===== src/rtl/evm_ballot_ctrl.sv =====
// Presiding-officer controller for an EVM: opens one ballot window per Issue press,
// waits for the voter's LED confirmation, and tallies and checks the counters at poll close.
module evm_ballot_ctrl #(
  parameter int CNT_W   = 7,
  parameter int TIMEOUT = 16
) (
  input  logic             Clk,
  input  logic             Rst_n,
  input  logic             Issue,
  input  logic             Close,
  input  logic             Led_A,
  input  logic             Led_B,
  input  logic             Led_C,
  input  logic [CNT_W-1:0] CntA,
  input  logic [CNT_W-1:0] CntB,
  input  logic [CNT_W-1:0] CntC,
  output logic             ballot,
  output logic             Busy,
  output logic [CNT_W+1:0] Issued,
  output logic             Timeout,
  output logic             Multi_vote,
  output logic [1:0]       Winner,
  output logic             Tie,
  output logic             Mismatch,
  output logic             Result_valid
);

  localparam int SUM_W = CNT_W + 2;
  localparam logic [7:0] TIMER_LAST = 8'(TIMEOUT - 1);

  typedef enum logic [2:0] {S_IDLE, S_ARMED, S_CONFIRM, S_TALLY, S_DONE} state_t;

  state_t             state_q, state_d;
  logic               issue_q, issue_req_q, close_pend_q;
  logic [7:0]         timer_q, timer_d;
  logic [SUM_W-1:0]   issued_q, issued_d;
  logic               ballot_q, timeout_q, timeout_d;
  logic               multi_q, multi_d;
  logic [1:0]         winner_q, winner_d;
  logic               tie_q, tie_d, mismatch_q, mismatch_d;

  logic               any_led, multi_led;
  logic [SUM_W-1:0]   cnt_sum;
  logic [CNT_W-1:0]   cnt_max;
  logic               hit_a, hit_b, hit_c;

  assign any_led   = Led_A | Led_B | Led_C;
  assign multi_led = (Led_A & Led_B) | (Led_A & Led_C) | (Led_B & Led_C);
  assign cnt_sum   = SUM_W'(CntA) + SUM_W'(CntB) + SUM_W'(CntC);

  always_comb begin
    cnt_max = (CntA >= CntB) ? CntA : CntB;
    if (CntC > cnt_max) cnt_max = CntC;
  end

  assign hit_a = (CntA == cnt_max);
  assign hit_b = (CntB == cnt_max);
  assign hit_c = (CntC == cnt_max);

  // NOTE: every variable gets its default before the case so no path leaves one unassigned (no latches).
  always_comb begin
    state_d    = state_q;
    timer_d    = timer_q;
    issued_d   = issued_q;
    timeout_d  = 1'b0;
    multi_d    = multi_q;
    winner_d   = winner_q;
    tie_d      = tie_q;
    mismatch_d = mismatch_q;
    case (state_q)
      S_IDLE: begin
        if (close_pend_q) begin
          state_d = S_TALLY;
        end else if (issue_req_q) begin
          state_d = S_ARMED;
          timer_d = '0;
        end
      end
      S_ARMED: begin
        timer_d = timer_q + 8'd1;
        // A vote in the expiry cycle still counts and suppresses the timeout.
        if (any_led) begin
          if (issued_q != '1) issued_d = issued_q + SUM_W'(1);
          if (multi_led) multi_d = 1'b1;
          state_d = S_CONFIRM;
        end else if (timer_q == TIMER_LAST) begin
          timeout_d = 1'b1;
          state_d   = S_IDLE;
        end
      end
      S_CONFIRM: begin
        if (!any_led) state_d = S_IDLE;
      end
      S_TALLY: begin
        mismatch_d = (cnt_sum != issued_q);
        if (cnt_max == '0) begin
          winner_d = 2'b00;
          tie_d    = 1'b0;
        end else begin
          winner_d = hit_a ? 2'b01 : (hit_b ? 2'b10 : 2'b11);
          tie_d    = (hit_a & hit_b) | (hit_a & hit_c) | (hit_b & hit_c);
        end
        state_d = S_DONE;
      end
      S_DONE:  state_d = S_DONE;
      default: state_d = S_IDLE;
    endcase
  end

  // NOTE: sequential state uses non-blocking assignments so all registers update from pre-edge values.
  always_ff @(posedge Clk or negedge Rst_n) begin
    if (!Rst_n) begin
      state_q      <= S_IDLE;
      issue_q      <= 1'b0;
      issue_req_q  <= 1'b0;
      close_pend_q <= 1'b0;
      timer_q      <= '0;
      issued_q     <= '0;
      ballot_q     <= 1'b0;
      timeout_q    <= 1'b0;
      multi_q      <= 1'b0;
      winner_q     <= 2'b00;
      tie_q        <= 1'b0;
      mismatch_q   <= 1'b0;
    end else begin
      state_q      <= state_d;
      issue_q      <= Issue;
      issue_req_q  <= Issue & ~issue_q;
      close_pend_q <= close_pend_q | Close;
      timer_q      <= timer_d;
      issued_q     <= issued_d;
      ballot_q     <= (state_d == S_ARMED);
      timeout_q    <= timeout_d;
      multi_q      <= multi_d;
      winner_q     <= winner_d;
      tie_q        <= tie_d;
      mismatch_q   <= mismatch_d;
    end
  end

  assign ballot       = ballot_q;
  assign Busy         = (state_q == S_ARMED) || (state_q == S_CONFIRM) || (state_q == S_TALLY);
  assign Result_valid = (state_q == S_DONE);
  assign Issued       = issued_q;
  assign Timeout      = timeout_q;
  assign Multi_vote   = multi_q;
  assign Winner       = winner_q;
  assign Tie          = tie_q;
  assign Mismatch     = mismatch_q;

endmodule


===== config.mk =====
export PLATFORM = sky130hd
export DESIGN_NAME = evm_ballot_ctrl
export DESIGN_NICKNAME = d
export VERILOG_FILES = /design/src/rtl/evm_ballot_ctrl.sv
export SDC_FILE = /design/constraint.sdc
export NUM_CORES = 1
export LEC_CHECK = 0
export ABC_AREA = 1
export BUFFER_PORTS_ARGS = -buffer_cell sky130_fd_sc_hd__clkbuf_2
export CAP_MARGIN = 5
export CORE_MARGIN = 2
export CORE_UTILIZATION = 52
export DETAILED_ROUTE_END_ITERATION = 8
export GPL_ROUTABILITY_DRIVEN = 0
export PLACE_DENSITY_LB_ADDON = 0.05
export RECOVER_POWER = 25
export SLEW_MARGIN = 20
export SYNTH_ARGS = -nofsm -noshare
export SYNTH_HDL_FRONTEND = slang
export SYNTH_SLANG_ARGS = --single-unit

===== constraint.sdc =====
create_clock -name Clk -period 1.9 [get_ports Clk]
set_input_delay 0.38 -clock Clk [delete_from_list [all_inputs] [get_ports Clk]]
set_output_delay 0.38 -clock Clk [all_outputs]
set_load 0.02 [all_outputs]

# [Word-level counts from Yosys, hierarchy flattened]
# Cells that the tools add are included.
[classes] order_cmp=2 bitwise=15 reduce_logical=9 n_eq_ne=13 n_mux=18 addsub=4
[op_table] operator="== test 7 bit" n=3
[op_table] operator="two-way mux 8 bit" n=2
[op_table] operator="one-hot mux 8 bit (2 select lines)" n=1
[op_table] operator="two-way mux 3 bit" n=5
[op_table] operator="two-way mux 7 bit" n=2
[op_table] operator="one-hot mux 3 bit (4 select lines)" n=1
[op_table] operator="adder 8 x 7 -> 9 bit" n=1
[op_table] operator="adder 9 x 1 -> 9 bit (second input constant)" n=1
[op_table] operator="!= test 9 bit" n=1
[op_table] operator="!= test 9 bit (second input constant)" n=1
[op_table] operator="AND reduction 3 bit" n=3
[op_table] operator="adder 7 x 7 -> 8 bit" n=1
[op_table] operator="adder 8 x 1 -> 8 bit (second input constant)" n=1
[op_table] operator="== test 8 x 4 -> 1 bit (second input constant)" n=1
[op_table] operator="bitwise AND 1 bit" n=7
[op_table] operator="greater-or-equal comparator 7 bit" n=1
[op_table] operator="greater-than comparator 7 bit" n=1
[op_table] operator="logical NOT 7 bit" n=1
[op_table] operator="OR 1 bit" n=7
[op_table] operator="== test 3 x 1 -> 1 bit (second input constant)" n=2
[op_table] operator="== test 3 x 2 -> 1 bit (second input constant)" n=2
[op_table] operator="two-way mux 1 bit" n=5
[op_table] operator="two-way mux 2 bit" n=2
[op_table] operator="!= test 2 bit (second input constant)" n=2
[op_table] operator="other kinds (6)" n=7
[totals] out_inout_bits=18 regBits=30 elab_cells=73

# [Logic depth before layout (Yosys ltp)]
# Gate-level depths: netlist of the first run.
[depth] depth_word=9 ltp_mapped=30 depth_no_buf=29

# [Worst setup path before layout of the first run]
# Ideal clock, no wire load.
[synth_timing] kind="input to register" startpoint="in CntB[6]" endpoint="reg tie_q, in the netlist Tie" n_path_buf=3 path_slack_ns=-1.101 arrival_ns=2.885 path_stages=26 cell_sequence="inv_1 ha_1 nand2_1 inv_2 a21oi_4 buf_4 nand3_1 nand2_1 inv_1 ha_1 nand2_1 inv_1 a21oi_2 nand2_2 nand2_2 buf_6 buf_6 nand2_2 o21ai_1 nor2_1 nand2_1 nor2_2 nor2_1 nor2_2 nand2_1 nand2_1"
[synth_between] elab_chain_cells=9
[synth_lines] element="from (decl)" line="15" text="input logic [CNT_W-1:0] CntB,"
[synth_lines] element="greater-or-equal comparator 7 bit" line="52" text="cnt_max = (CntA >= CntB) ? CntA : CntB;"
[synth_lines] element="two-way mux 7 bit" line="52"
[synth_lines] element="greater-than comparator 7 bit" line="53" text="if (CntC > cnt_max) cnt_max = CntC;"
[synth_lines] element="two-way mux 7 bit" line="53"
[synth_lines] element="== test 7 bit (on tied branches)" line="56, 57, 58"
[synth_lines] element="bitwise AND 1 bit" line="101" text="tie_d = (hit_a & hit_b) | (hit_a & hit_c) | (hit_b & hit_c);"
[synth_lines] element="OR 1 bit (2 in series)" line="101"
[synth_lines] element="two-way mux 1 bit (*)" line="96" text="if (cnt_max == '0) begin"
[synth_lines] element="to (signal assigned)" line="136" text="tie_q <= tie_d;"
[synth_lines] element="to (decl)" line="40" text="logic tie_q, tie_d, mismatch_q, mismatch_d;"
# Every way passes the cells marked *; elsewhere a longest branch is shown, timed or not.
# A chain may end at the register's enable or synchronous reset.

# [Worst setup path in the final report of the first run]
[layout_timing] startpoint="in CntA[0]" endpoint="reg tie_q, in the netlist Tie"
[layout_between] elab_chain_cells=9
[layout_lines] element="from (decl)" line="14" text="input logic [CNT_W-1:0] CntA,"
[layout_lines] element="greater-or-equal comparator 7 bit" line="52"
[layout_lines] element="two-way mux 7 bit" line="52"
[layout_lines] element="greater-than comparator 7 bit" line="53"
[layout_lines] element="two-way mux 7 bit" line="53"
[layout_lines] element="== test 7 bit (on tied branches)" line="56, 57, 58"
[layout_lines] element="bitwise AND 1 bit" line="101"
[layout_lines] element="OR 1 bit (2 in series)" line="101"
[layout_lines] element="two-way mux 1 bit (*)" line="96"
# Marks and branches as above.

==> impl_metrics.yaml, run 1 <==
outcome:
  status: "complete, but fails checks"
  violations: "max-capacitance violations, max-slew violations, negative setup slack"
routing:
  drc: 0
  vias_per_cell: 5.503
  vias: 3467
  wl_per_cell_microns: 15.40
  wirelength_microns: 9701
  drt_iter0_markers: 188
  drt_first_pass_iters: 5
  drtAntennaViolNets: 0
placement:
  port-buffer-count: 45
  dpl.cell_count: 609
  dpl.hpwl_microns: 6367
worst_setup_path:
  rr_startpoint: "state_q[1]"
  critPathMaxStageDelay_ns: 0.25
  end_kind: "flop"
  path_common_cell: "nand2_1"
  crit_path_max_fanout: 7
  startpoint: "CntA[0]"
  crit_required_ns: 2.12
  crit_type: "in -> reg"
  cp.arrival_ns: 3.31
  crit_path_start_kind: "input port"
  reg2reg_depth: 11
  critPathSlowestCell: "ha_4"
hold_path:
  holdCritStartpoint: "Issue"
  hp-class: "in -> reg"
  hold_depth: 1
finish:
  syn2layout_area_growth_pct: 53.49
  finalCoreUtilization_pct: 82.41
  fin_cells: 630
  drive_above_1_share_pct: 43.01
  layout.nets: 617
  num_antenna_cells: 0
logic_synthesis:
  synth_nets: 484
  ys_ff_latch: 30
  syn-instance-count: 425
  synth_edf_count: 0
  avgSynthCellArea_sq_um: 6.957
  synth_warnings: 0
  syn_area_sq_um: 2957
  synth.distinct_cells: 35
  synth_seq_area_share_pct: 25.39
  synth_ff_type: "dfrtp_1"
  synthArstFlopShare_pct: 100.0
grt:
  grt_usage_pct: 28.69
  antenna_found_initial: 0
  grt_first_pass_wirelength_microns: 14260
  first_global_vias: 3272
  grt_max_degree: 31
  grt-ovfl-total: 0
sta:
  fin_crit_ns: 3.085
  timing.final.crit_share_pct: 162.4
  worst_slew_pin_slew_ns: 1.601
  max_freq_mhz: 324.1
  rsz0062_at_grt: "true"
  drv_slew: 31
  holdWs_ns: 0.2287
  hold_viol: 0
  slew_headroom_pct: -6.752
  worst_slack_ns: -1.185
  fin_skew_ns: 0.001748
  setup_viol: 4
power_and_ir_drop:
  power_density_nw_per_um2: 852.5
  vdd_drop_max_mv: 0.5632
  power_leakage_uw: 0.002320
floorplan:
  fp.dieW_microns: 79.41
  io_pins: 46
  start_util_pct: 53.69
  die-height_microns: 79.41
  row_count: 27
  dieArea_sq_um: 6305
  core_area_sq_um: 5507
clocking:
  clkSlewWorstSetupHoldPaths_ns: 0.06
  clockBufferDepth: 2
  insertion_delay_ns: 0.28
  cts_tree: "yes"
  cts.sinks: 30
  htreeDepth: 2
  cts_hold_buf: 0
  numCtsBuffers: 5
  cts-root-buf: "clkbuf_8"
run:
  maxCapViolations: 1
==> routing by layer <==
layer | routed length, microns | GRT usage (%) | up-vias
met5 | 0 | 0 | -
met4 | 487 | 10.69 | 0
met3 | 631 | 2.828 | 56
met2 | 4988 | 54.58 | 164
met1 | 3595 | 32.93 | 1626
li1 | - | - | 1621
==> layout make-up <==
| class | count | area (sq um) |
|---|---|---|
| clock inverters | 1 | 30.03 |
| multi-input cells | 325 | 2331 |
| inverters | 65 | 279.0 |
| clock buffers | 6 | 82.58 |
| fillers | 362 | 968.4 |
| repair buffers | 131 | 974.7 |
| well taps | 72 | 90.09 |
| flip-flops and latches | 30 | 750.7 |
==> cells by family after synthesis <==
kind of cell	count (synthesis)	share of synthesized area, %
buffers and inverters	70	9.902
muxes	1	0.3808
AOI/OAI and AO/OA	36	7.279
adders and majority gates	31	15.15
xor gates and xnor gates	20	5.924
DFF	30	25.39
and+or+nand+nor	237	35.97
==> worst max-delay path, delay by kind of cell <==
family,cells,cell delay (ns)
and+or+nand+nor,20,1.74
AOI/OAI and AO/OA,1,0.16
adders and majority gates,2,0.47
buffers and inverters,6,0.54
==> worst paths after layout <==
| kind | to | slack [ns] |
|---|---|---|
| setup / recovery | Tie | -1.19 |
| hold / removal | issue_q | 0.23 |
| setup reg to reg | timer_q[7] | 0.12 |
| hold reg to reg | issue_req_q | 0.40 |
| max in group asynchronous | timer_q[6] | 0.47 |
| min in group asynchronous | Issued[6] | 0.49 |
==> layout by cell type (no fill, tap or decap), drive strengths merged <==
cell,count
clkinv,1
nor3,5
inv,64
xor2,16
dfrtp,30
bufinv,1
o21ai,15
nor2,45
clkbuf,46
o211ai,2
nand3b,2
a221oi,1
ha,23
fa,8
a211oi,1
nand2,122
o21bai,1
or2,2
mux2,1
nor4,2
nand4,9
nor3b,1
nand3,49
xnor2,4
buf,91
a21boi,1
a22o,1
a21oi,14
==> Yosys cell counts (all sizes together) (4+ instances only) <==
master | number | area share [%]
nand2 | 122 | 16
inv | 65 | 8.3
nand3 | 49 | 8.8
nor2 | 45 | 6.3
dfrtp | 30 | 25
ha | 23 | 9.7
xor2 | 16 | 4.7
o21ai | 15 | 2.5
a21oi | 14 | 2.9
nand4 | 9 | 1.9
fa | 8 | 5.4
buf | 5 | 1.7
nor3 | 5 | 1.2
xnor2 | 4 | 1.2
==> timing repair <==
action | in CTS | in global routing
endpoints found under the hold margin | 0 | 0
gates cloned | 1 | 0
setup endpoints to repair | 4 | 8
gates resized for setup | 41 | 49
buffers inserted | 8 | 6
pin swaps | 29 | 53
==> metrics by stage <==
| stage | TNS, ns | area, sq um | power (uW) | worst slack (ns) |
|---|---|---|---|---|
| 5_1_grt | -4.859 | 4538 | 4125 | -1.357 |
| 3_3_place_gp | -5.233 | 3933 | 2754 | -1.414 |
| 3_5_place_dp | -5.463 | 3933 | 2813 | -1.485 |
| 2_1_floorplan | -3.357 | 3133 | 2121 | -0.9822 |
| 4_1_cts | -3.629 | 4324 | 3631 | -0.9931 |
| 6_report | -4.277 | 4538 | 3869 | -1.185 |
==> power breakdown <==
part	internal, uW	switching [uW]	total, uW
logic	1000	1310	2310
clock network	419	232	651
registers	789	115	903
==> state kept, by name, indices dropped and copies added, names as in the netlist, 2 cells and up <==
name,flops
Issued,9
Winner,2
state_q,3
timer_q,8
Power figures use the tool's default switching activity.
==> run 2: changes to the inputs <==
Settings changed: RECOVER_POWER 25 to default.
==> impl_metrics.yaml, run 2 (synthesis results as in run 1) <==
outcome:
  status: "complete, but fails checks"
  violations: "negative setup slack"
finish:
  fillCellCount: 361
  multiInputGateArea_sq_um: 2331
  syn2layout_area_growth_pct: 53.58
  largest_reg_flops: 9
  regArea_sq_um: 750.7
  num_antenna_cells: 0
  layout.nets: 617
  final_common_cell: "nand2_1"
  drive_above_1_share_pct: 43.37
  most-common-layout-cells: "87 x nand2_1, 75 x buf_4, 50 x inv_1"
  fin_cells: 630
power_and_ir_drop:
  p_int_uw: 2211
  vdd_drop_max_mv: 0.5633
  seqPwrFrac_pct: 23.3
  power_leakage_uw: 0.002326
  clkPwrFrac_pct: 16.8
  power_density_nw_per_um2: 852.2
  p_sw_share_pct: 42.85
  p_switching_uw: 1658
  power_frac_comb_pct: 59.8
sta:
  worst_slew_pin_slew_ns: 0.7466
  hold_viol: 0
  timing.final.crit_share_pct: 161.9
  holdWs_ns: 0.1497
  rsz0062_at_grt: "true"
  setup_viol: 4
  fin_skew_ns: 0.001724
  slew_headroom_pct: 50.22
  drv_slew: 0
  fin_crit_ns: 3.075
  worst_slack_ns: -1.175
  max_freq_mhz: 325.2
clocking:
  clockBufferDepth: 2
  numCtsBuffers: 5
  cts-root-buf: "clkbuf_8"
  cts_tree: "yes"
  insertion_delay_ns: 0.28
  cts.sinks: 30
  htreeDepth: 2
  clkSlewWorstSetupHoldPaths_ns: 0.06
routing:
  top_layer: "met4"
  drtAntennaViolNets: 0
  wirelength_microns: 9677
  drt_first_pass_iters: 5
  wl_per_cell_microns: 15.36
  wl_met3_microns: 657
  drt_iter0_markers: 188
  vias: 3480
  met2WireLength_microns: 4971
  drc: 0
  met1_length_microns: 3565
  vias_per_cell: 5.524
run:
  maxCapViolations: 0
hold_path:
  hp-class: "in -> async"
worst_setup_path:
  end_kind: "flop"
  crit_type: "in -> reg"
  critPathMaxStageDelay_ns: 0.25
  crit_path_start_kind: "input port"
  reg2reg_depth: 11
  crit_required_ns: 2.12
  cp.arrival_ns: 3.30
  critPathSlowestCell: "ha_4"
  crit_path_max_fanout: 7
  path_common_cell: "nand2_1"
floorplan:
  row_count: 27
  core_area_sq_um: 5507
  start_util_pct: 53.69
  dieArea_sq_um: 6305
  io_pins: 46
  die-height_microns: 79.41
  fp.dieW_microns: 79.41
placement:
  dpl.cell_count: 609
  dpl.hpwl_microns: 6367
  port-buffer-count: 45
  pre_cts_ws_ns: -1.485
grt:
  grt_max_degree: 31
  grt_first_pass_wirelength_microns: 14260
  antenna_found_initial: 0
  grt-ovfl-total: 0
  grt_usage_pct: 28.69
  first_global_vias: 3272
run 2: cell counts in the layout (fill, tap and decap cells not counted):
No cell type changed its count.
run 2: area by class of cell:
type                            instances  share of cell area, %
Timing Repair Buffer                  131                  21.52
Clock buffer                            6                  1.819
Inverter                               65                  6.145
Multi-Input combinational cell        325                  51.34
Tap cell                               72                  1.984
Sequential cell                        30                  16.53
Clock inverter                          1                 0.6613
run 2: stage by stage:
| stage | util [%] | cell area [sq um] | TNS, ns | total power [uW] |
|---|---|---|---|---|
| 2_1_floorplan | - | 3133 | -3.357 | 2121 |
| 3_3_place_gp | 71.42 | 3933 | -5.233 | 2754 |
| 3_5_place_dp | 71.42 | 3933 | -5.463 | 2813 |
| 4_1_cts | 78.53 | 4324 | -3.629 | 3631 |
| 5_1_grt | 82.46 | 4541 | -4.859 | 4126 |
| 6_report | 82.46 | 4541 | -4.263 | 3870 |
run 2: path summary, 6_finish.rpt:
check,start,slack (ns),endpoint
setup reg to reg,state_q[1],0.12,timer_q[7]
hold / removal,Rst_n,0.15,Issued[6]
max in group asynchronous,Rst_n,1.27,timer_q[6]
hold reg to reg,issue_q,0.40,issue_req_q
min in group Clk,Issue,0.22,issue_q
setup / recovery,CntA[0],-1.18,Tie
run 2: critical path, delay by kind of cell:
family,cells,cell delay (ns)
AOI/OAI and AO/OA,1,0.15
adders and majority gates,2,0.47
buffers and inverters,6,0.54
and+or+nand+nor,20,1.75
run 2: what timing repair did:
action,in CTS,in global routing
buffers inserted,8,6
gates resized for setup,41,49
hold buffers,0,0
cloned,1,0
endpoints found under the setup margin,4,8
pin swaps,29,53
run 2: metal layers:
layer	vias to the layer above	global-route usage (%)
met5	-	0
met4	0	10.69
met3	59	2.828
met2	173	54.58
met1	1627	32.93
li1	1621	-
run 2: power by group through the flow:
| stage | registers, uW | clock network (uW) | logic, uW |
|---|---|---|---|
| finish | 903 | 651 | 2310 |
| CTS | 899 | 652 | 2080 |
| global route | 919 | 679 | 2530 |
| global placement | 896 | 0 | 1860 |
| detailed placement | 908 | 0 | 1910 |
| floorplan | 1020 | 0 | 1100 |
